File: src/rtl/pipelined_tree_adder_if.sv
// Stream interface for pipelined_tree_adder: input vector handshake and result handshake.
// With PIPELINED_TREE_ADDER_ACCUM_EN defined, frame markers s_last/m_last are added.
interface pipelined_tree_adder_if #(
    parameter int DATA_WIDTH   = 16,
    parameter int NUM_TERMS    = 8,
    parameter int OUTPUT_WIDTH = 19
);
    logic                             s_valid;
    logic                             s_ready;
    logic [DATA_WIDTH*NUM_TERMS-1:0]  s_data;
    logic                             m_valid;
    logic                             m_ready;
    logic [OUTPUT_WIDTH-1:0]          m_data;
`ifdef PIPELINED_TREE_ADDER_ACCUM_EN
    logic                             s_last;
    logic                             m_last;

    modport master (output s_valid, s_data, s_last, m_ready,
                    input  s_ready, m_valid, m_data, m_last);
    modport slave  (input  s_valid, s_data, s_last, m_ready,
                    output s_ready, m_valid, m_data, m_last);
`else
    modport master (output s_valid, s_data, m_ready,
                    input  s_ready, m_valid, m_data);
    modport slave  (input  s_valid, s_data, m_ready,
                    output s_ready, m_valid, m_data);
`endif
endinterface

File: src/rtl/pipelined_tree_adder.sv
// Pipelined binary adder tree summing NUM_TERMS terms, one global stall enable.
// Optional macro PIPELINED_TREE_ADDER_ACCUM_EN appends a frame accumulator stage.
module pipelined_tree_adder #(
    parameter int DATA_WIDTH   = 16,
    parameter int NUM_TERMS    = 8,
    parameter int SIGNED       = 0,
    parameter int PIPE_STRIDE  = 1,
    parameter int NUM_STAGES   = $clog2(NUM_TERMS),
    parameter int OUTPUT_WIDTH = DATA_WIDTH + NUM_STAGES
) (
    input  logic                  clk,
    input  logic                  nreset,
    pipelined_tree_adder_if.slave bus
);
    localparam int PAD_TERMS = 1 << NUM_STAGES;

    logic                    en;
    logic [OUTPUT_WIDTH-1:0] tree_sum;
    logic                    tree_vld;
`ifdef PIPELINED_TREE_ADDER_ACCUM_EN
    logic                    tree_lst;
`endif

    // Every stage advances together; a held output freezes the whole pipe.
    assign en          = bus.m_ready || !bus.m_valid;
    assign bus.s_ready = en;

    for (genvar l = 0; l <= NUM_STAGES; l++) begin : g_lvl
        localparam int NODES = PAD_TERMS >> l;

        logic [OUTPUT_WIDTH-1:0] node [NODES];
        logic                    vld;
`ifdef PIPELINED_TREE_ADDER_ACCUM_EN
        logic                    lst;
`endif

        if (l == 0) begin : g_leaf
            for (genvar k = 0; k < NODES; k++) begin : g_term
                if (k >= NUM_TERMS) begin : g_pad
                    assign node[k] = '0;
                end else if (SIGNED != 0) begin : g_sext
                    assign node[k] = OUTPUT_WIDTH'($signed(bus.s_data[DATA_WIDTH*k +: DATA_WIDTH]));
                end else begin : g_zext
                    assign node[k] = OUTPUT_WIDTH'(bus.s_data[DATA_WIDTH*k +: DATA_WIDTH]);
                end
            end
            assign vld = bus.s_valid && en;
`ifdef PIPELINED_TREE_ADDER_ACCUM_EN
            assign lst = bus.s_last;
`endif
        end else begin : g_add
            logic [OUTPUT_WIDTH-1:0] sum_d [NODES];

            for (genvar k = 0; k < NODES; k++) begin : g_node
                assign sum_d[k] = g_lvl[l-1].node[2*k] + g_lvl[l-1].node[2*k+1];
            end

            if ((l % PIPE_STRIDE == 0) || (l == NUM_STAGES)) begin : g_reg
                logic [OUTPUT_WIDTH-1:0] sum_q [NODES];
                logic                    vld_q;
`ifdef PIPELINED_TREE_ADDER_ACCUM_EN
                logic                    lst_q;
`endif

                // NOTE: data registers carry no reset; the valid bit qualifies them.
                always_ff @(posedge clk) begin
                    if (en) begin
                        // NOTE: non-blocking so every stage samples pre-edge values.
                        sum_q <= sum_d;
`ifdef PIPELINED_TREE_ADDER_ACCUM_EN
                        lst_q <= g_lvl[l-1].lst;
`endif
                    end
                end

                always_ff @(posedge clk or negedge nreset) begin
                    if (!nreset) begin
                        vld_q <= 1'b0;
                    end else if (en) begin
                        vld_q <= g_lvl[l-1].vld;
                    end
                end

                assign node = sum_q;
                assign vld  = vld_q;
`ifdef PIPELINED_TREE_ADDER_ACCUM_EN
                assign lst  = lst_q;
`endif
            end else begin : g_comb
                assign node = sum_d;
                assign vld  = g_lvl[l-1].vld;
`ifdef PIPELINED_TREE_ADDER_ACCUM_EN
                assign lst  = g_lvl[l-1].lst;
`endif
            end
        end
    end

    assign tree_sum = g_lvl[NUM_STAGES].node[0];
    assign tree_vld = g_lvl[NUM_STAGES].vld;

`ifdef PIPELINED_TREE_ADDER_ACCUM_EN
    assign tree_lst = g_lvl[NUM_STAGES].lst;

    logic [OUTPUT_WIDTH-1:0] acc_d, acc_q, out_d, out_q, total;
    logic                    out_vld_d, out_vld_q;

    always_comb begin
        // NOTE: every target gets a default first so no path infers a latch.
        acc_d     = acc_q;
        out_d     = out_q;
        out_vld_d = out_vld_q;
        total     = acc_q + tree_sum;
        if (en) begin
            out_vld_d = tree_vld && tree_lst;
            if (tree_vld) begin
                if (tree_lst) begin
                    out_d = total;
                    acc_d = '0;
                end else begin
                    acc_d = total;
                end
            end
        end
    end

    always_ff @(posedge clk or negedge nreset) begin
        if (!nreset) begin
            acc_q     <= '0;
            out_vld_q <= 1'b0;
        end else begin
            acc_q     <= acc_d;
            out_vld_q <= out_vld_d;
        end
    end

    always_ff @(posedge clk) begin
        out_q <= out_d;
    end

    assign bus.m_valid = out_vld_q;
    assign bus.m_last  = out_vld_q;
    assign bus.m_data  = out_q;
`else
    assign bus.m_valid = tree_vld;
    assign bus.m_data  = tree_sum;
`endif
endmodule
File: src/flat_wrapper.sv
// flat-port wrapper written by rule: the top's interface ports become plain ports
module pipelined_tree_adder_flat 
#(
    parameter int DATA_WIDTH   = 16,
    parameter int NUM_TERMS    = 8,
    parameter int SIGNED       = 0,
    parameter int PIPE_STRIDE  = 1,
    parameter int NUM_STAGES   = $clog2(NUM_TERMS),
    parameter int OUTPUT_WIDTH = DATA_WIDTH + NUM_STAGES
)
  (clk, nreset, bus_s_valid, bus_s_data, bus_m_ready, bus_s_ready, bus_m_valid, bus_m_data);
  pipelined_tree_adder_if #(.DATA_WIDTH(DATA_WIDTH), .NUM_TERMS(NUM_TERMS), .OUTPUT_WIDTH(OUTPUT_WIDTH)) bus_i ();
  input  logic clk;
  input  logic nreset;
  input wire logic [$bits(bus_i.s_valid)-1:0] bus_s_valid;
  input wire logic [$bits(bus_i.s_data)-1:0] bus_s_data;
  input wire logic [$bits(bus_i.m_ready)-1:0] bus_m_ready;
  output wire logic [$bits(bus_i.s_ready)-1:0] bus_s_ready;
  output wire logic [$bits(bus_i.m_valid)-1:0] bus_m_valid;
  output wire logic [$bits(bus_i.m_data)-1:0] bus_m_data;
  assign bus_i.s_valid = bus_s_valid;
  assign bus_i.s_data = bus_s_data;
  assign bus_i.m_ready = bus_m_ready;
  assign bus_s_ready = bus_i.s_ready;
  assign bus_m_valid = bus_i.m_valid;
  assign bus_m_data = bus_i.m_data;
  pipelined_tree_adder #(.DATA_WIDTH(DATA_WIDTH), .NUM_TERMS(NUM_TERMS), .SIGNED(SIGNED), .PIPE_STRIDE(PIPE_STRIDE), .NUM_STAGES(NUM_STAGES), .OUTPUT_WIDTH(OUTPUT_WIDTH)) u_core (.clk(clk), .nreset(nreset), .bus(bus_i));
endmodule
File: config.mk
export PLATFORM = sky130hd
export DESIGN_NAME = pipelined_tree_adder_flat
export DESIGN_NICKNAME = d
export VERILOG_FILES = /design/src/rtl/pipelined_tree_adder_if.sv /design/src/rtl/pipelined_tree_adder.sv /design/src/flat_wrapper.sv
export SDC_FILE = /design/constraint.sdc
export NUM_CORES = 1
export LEC_CHECK = 0
export ABC_AREA = 1
export CAP_MARGIN = 20
export CORE_MARGIN = 2
export CORE_UTILIZATION = 49
export DETAILED_ROUTE_END_ITERATION = 10
export PLACE_DENSITY = 0.84
export SLEW_MARGIN = 20
export SYNTH_ARGS = -nofsm -noshare
export SYNTH_HDL_FRONTEND = slang
export SYNTH_SLANG_ARGS = --single-unit
File: constraint.sdc
create_clock -name clk -period 4.5 [get_ports clk]
set_clock_uncertainty 0.05 [all_clocks]
set_input_delay 0.9 -clock clk [delete_from_list [all_inputs] [get_ports clk]]
set_output_delay 0.9 -clock clk [all_outputs]
set_load 0.03 [all_outputs]
After elaboration in Yosys (flattened, before gate mapping)
Cells that the tools add are included.
{"block": "op_classes", "n_addsub": 7, "n_reduce_logical": 3}
{"cell": "$add A16 B16 Y17", "count": 4}
{"cell": "$add A19 B19 Y19", "count": 3}
{"cell": "$logic_and A1 B1 Y1", "count": 1}
{"cell": "$logic_not A1 Y1", "count": 1}
{"cell": "$logic_or A1 B1 Y1", "count": 1}
{"block": "word_totals", "regBits": 136, "inputBits": 132, "out_inout_bits": 21, "wordCells": 20}

Longest topological paths before layout
{"block": "logic_depth", "ltp_word": 3, "ltp_mapped": 11, "depth_no_buf": 11}

Worst setup path before layout
Ideal clock, no wire load.
{"block": "synth_path", "path_type": "input to output", "startpoint": "input bus_m_ready", "endpoint": "output bus_s_ready", "arrival_ps": 3770, "path_slack_ps": -220, "stages": 2, "path_buffers": 0, "cell_sequence": "inv_1 nand2_1"}
{"block": "synth_via", "elab_chain_cells": 1}
{"element": "from (decl)", "line": "flat_wrapper.sv:17", "text": "input wire logic [$bits(bus_i.m_ready)-1:0] bus_m_ready;"}
{"element": "$logic_or A1 B1 Y1", "line": "pipelined_tree_adder.sv:25", "text": "assign en = bus.m_ready || !bus.m_valid;"}
{"element": "to (decl)", "line": "flat_wrapper.sv:18", "text": "output wire logic [$bits(bus_i.s_ready)-1:0] bus_s_ready;"}
No other way between the ends.

Final worst setup path
Ends and elaborated chain as after synthesis.

==> results by group <==
Synth
  – Syn nets: 1518
  – Mux share of post-synthesis cell area: 0.113%
  – Synthesized area: approximately 10000 um2
  – Share of synthesized registers carrying an async set or reset: under 10%
  – Top FF cell, synth: edfxtp_1
  – Post-synthesis sequential area ratio: a little under two fifths
  – Post-synthesis xor/xnor area fraction: 4.39%
  – Synthesis warning total: 0
  – Largest family of logic cells by synthesized area: simple AND/OR/NAND/NOR gates
  – EDFF count, synth: 123
  – Synthesized instance count: 1263
  – Adder-cell area share of the yosys netlist: 15.9%
  – Post-synthesis register bit count: 126
  – Syn Area/Cell: 7.90 um2
  – Distinct cells, synth: 29
  – Synth Area in Compound Gates: under 10%
  – Post-Synth Simple-Gate Area: between 20% and 30%

Layout
  – # nets final: around 1700
  – Finished Cell Area: 12500 um2
  – Layout area overhead: 24.8%
  – Most frequent cells in the layout: nand2_1 (383), clkdlybuf4s50_1 (152), inv_1 (143), edfxtp_1 (123), ha_1 (116)
  – Antenna diodes: 0
  – Share of cells above drive strength 1: 4.42%
  – Commonest non-fill, non-tap cell in the layout: nand2_1

Global routing
  – Met2 usage: 36.5%
  – M3 GR Usage: under 10%
  – Grt ovf: 0
  – Busiest grt layer: met2
  – Number of global-route vias before repair: 8610
  – GRT Total Usage: 21.3%
  – Met1 usage: 26.9%
  – Largest net degree at the start of global routing: 87
  – Antenna violations before repair: 0
  – First-pass GRT wire length: 37600 um

CTS
  – Post-CTS sizing: 0
  – Clock slew at reported path FFs: 0.05 ns
  – Inserted Clock Buffers: 17
  – Hold_buf cts: 0
  – CTS tree: done
  – Clock sink count: roughly 130
  – Worst skew pair latency: 0.43 ns
  – H-tree levels: 4
  – Setup Buffers After CTS: 0
  – Root Buffer: clkbuf_16
  – Deepest clock path buffer count: 2

Routing
  – Routed Antenna Nets: 0
  – Vias post-DR: roughly 8900
  – Post-route DRC: 0
  – Final WL: 22600 um
  – TritonRoute pass-1 iters: 5
  – DR WL/cell: 13.1 um
  – Detailed router's first-iteration violation count: 572
  – Vias per inst: roughly 5.2

Floorplan
  – Starting density of the core: 49.7%
  – Top Ports: 153
  – Row cnt: 52
  – Core Footprint: 20100 um2
  – Die width: 147 um
  – Total die area: 21500 um2
  – Chip height: 147 um

Worst setup path
  – Reg-to-Reg Start: u_core.bus.m_valid
  – Most used cell, CP: clkdlybuf4s50_1
  – Crit path DAT: 2.12 ns
  – Critical path fanouts, max: 2
  – R2R Setup Slk: around 2.2 ns
  – CP Capture Point: bus_s_ready
  – Slowest stage delay, CP: 0.66 ns
  – Crit path capture type: output pin
  – WP depth: 4
  – Crit-path cells: clkdlybuf4s50_1, inv_1, nand2_4, clkdlybuf4s50_1
  – Top delay family on crit path: buffers and inverters
  – Critical R2R Capture: u_core.g_lvl[2].g_add.g_reg.sum_q[14]
  – Crit path launch type: input pin
  – Critical Path RT: about 3.6 ns
  – CP max-delay cell: clkdlybuf4s50_1
  – Reg2reg path depth: 3
  – Kind of critical path: input pin to output pin
  – CP bufs+invs: 3
  – Critical Path Start: bus_m_ready

Power and ir drop
  – Tot Pwr: 6930 uW
  – LEAKAGE: 0.00593 uW
  – PD cells: 556 nW/um2
  – Peak supply drop: around 0.29 mV

Timing
  – Highest clock rate: 0.325 GHz
  – Count of pins over their slew limit: 0
  – Setup violators final: 0
  – RSZ-0062 raised after global routing: false
  – Transition time of the tightest slew-check pin: 1.03 ns
  – Min Tclk post-route: roughly 3.1 ns
  – Final hold violations: 0
  – Fin worst setup slack: 1.43 ns
  – Final period util: between 60% and 70%
  – Max-slew headroom: 31.5%
  – Total negative setup slack: 0 ns

Status
  – Status: completed

Placed design
  – Placement Setup Slack: 1.16 ns
  – Post-DP Area: 11900 um2
  – Gp weighted congestion: 0.952
  – Hpwl dp: 18400 um
  – Port Buf Inserts: ~150

Min path
  – Hold Path Class: flip-flop to flip-flop

Job
  – Max_cap viols: 0
synth_stat cells, types with 2 or more instances:
library cell  count  area share [%]
nand4_1           9            0.56
o21ai_2           2            0.18
nand3_1          89             4.5
a21oi_2           3            0.26
a21oi_1         107             5.4
dfrtp_1           3            0.75
nor4_1            3            0.19
fa_1              7             1.4
nor3_1           14            0.70
nand3b_1          7            0.53
nand2_2          18             1.1
nand2_1         384              14
o21ai_0          43             2.2
xor2_1           42             3.7
o31ai_1           3            0.23
a21o_1            8            0.60
nor3_2            3            0.30
xnor2_1           8            0.70
edfxtp_1        123              37
inv_1           143             5.4
nor2_1          107             4.0
nor2_2            2            0.13
ha_1            116              15
and2_1           13            0.81
o21bai_1          2            0.15
worst min-delay path by stage:
stage / start / end / slack, ns / depth (start not counted)
2_1_floorplan: u_core.g_lvl[2].g_add.g_reg.vld_q / u_core.bus.m_valid / 0.37 / 2
3_3_place_gp: u_core.g_lvl[2].g_add.g_reg.vld_q / u_core.bus.m_valid / 0.38 / 2
3_5_place_dp: u_core.g_lvl[2].g_add.g_reg.vld_q / u_core.bus.m_valid / 0.39 / 2
4_1_cts: u_core.g_lvl[2].g_add.g_reg.vld_q / u_core.bus.m_valid / 0.41 / 2
5_1_grt: u_core.g_lvl[2].g_add.g_reg.vld_q / u_core.bus.m_valid / 0.43 / 2
6_report: u_core.g_lvl[2].g_add.g_reg.vld_q / u_core.bus.m_valid / 0.40 / 2
per-layer routing:
layer  wire length, um  share of wire [%]
met4               475                2.1
met1             10400                 46
met2             10800                 48
met5                 0                  0
met3               919                4.1
sequential cells by signal (all words and copies together) (netlist names):
name                            count
u_core.bus.m_data                  19
u_core.g_lvl.g_add.g_reg.vld_q      2
u_core.g_lvl.g_add.g_reg.sum_q    104
u_core.bus.m_valid                  1
power breakdown:
part	internal, uW	switching [uW]	leakage, uW
Clock	865	507	0.000275
Combinational	1290	2150	0.00437
Sequential	1950	164	0.00129
Total	4110	2820	0.00593
worst min-delay path, delay by kind of cell (launching register included):
kind | cells | cell delay, ns
simple gates | 1 | 0.05
flops | 1 | 0.32
buf+inv | 1 | 0.04
layout make-up:
| type | count | area (um2) |
|---|---|---|
| clock buffers | 17 | 425 |
| clock inverters | 15 | 171 |
| fillers | 1689 | 7640 |
| inverters | 143 | 537 |
| multi-input cells | 994 | 5690 |
| flip-flops and latches | 126 | 3770 |
| well taps | 270 | 338 |
| repair buffers | 154 | 1540 |
stage by stage:
stage               util (%)  hold slack (ns)  cells
finish                  62.0            0.398   1719
global route            62.0            0.434   1719
CTS                     62.0            0.406   1719
detailed placement      59.0            0.391   1687
global placement        59.0            0.380   1687
floorplan                  -            0.370   1263
cell families (layout without fill, tap and decap cells):
| logic type | count (synthesis) | after routing |
|---|---|---|
| AND/OR/NAND/NOR | 650 | 650 |
| AO/OA/AOI/OAI | 170 | 170 |
| buffers and inverters | 143 | 329 |
| flip-flops | 126 | 126 |
| adder cells (fa/ha/maj) | 123 | 123 |
| XOR/XNOR | 50 | 50 |
| multiplexers | 1 | 1 |
(Power assumes the default switching activity.)
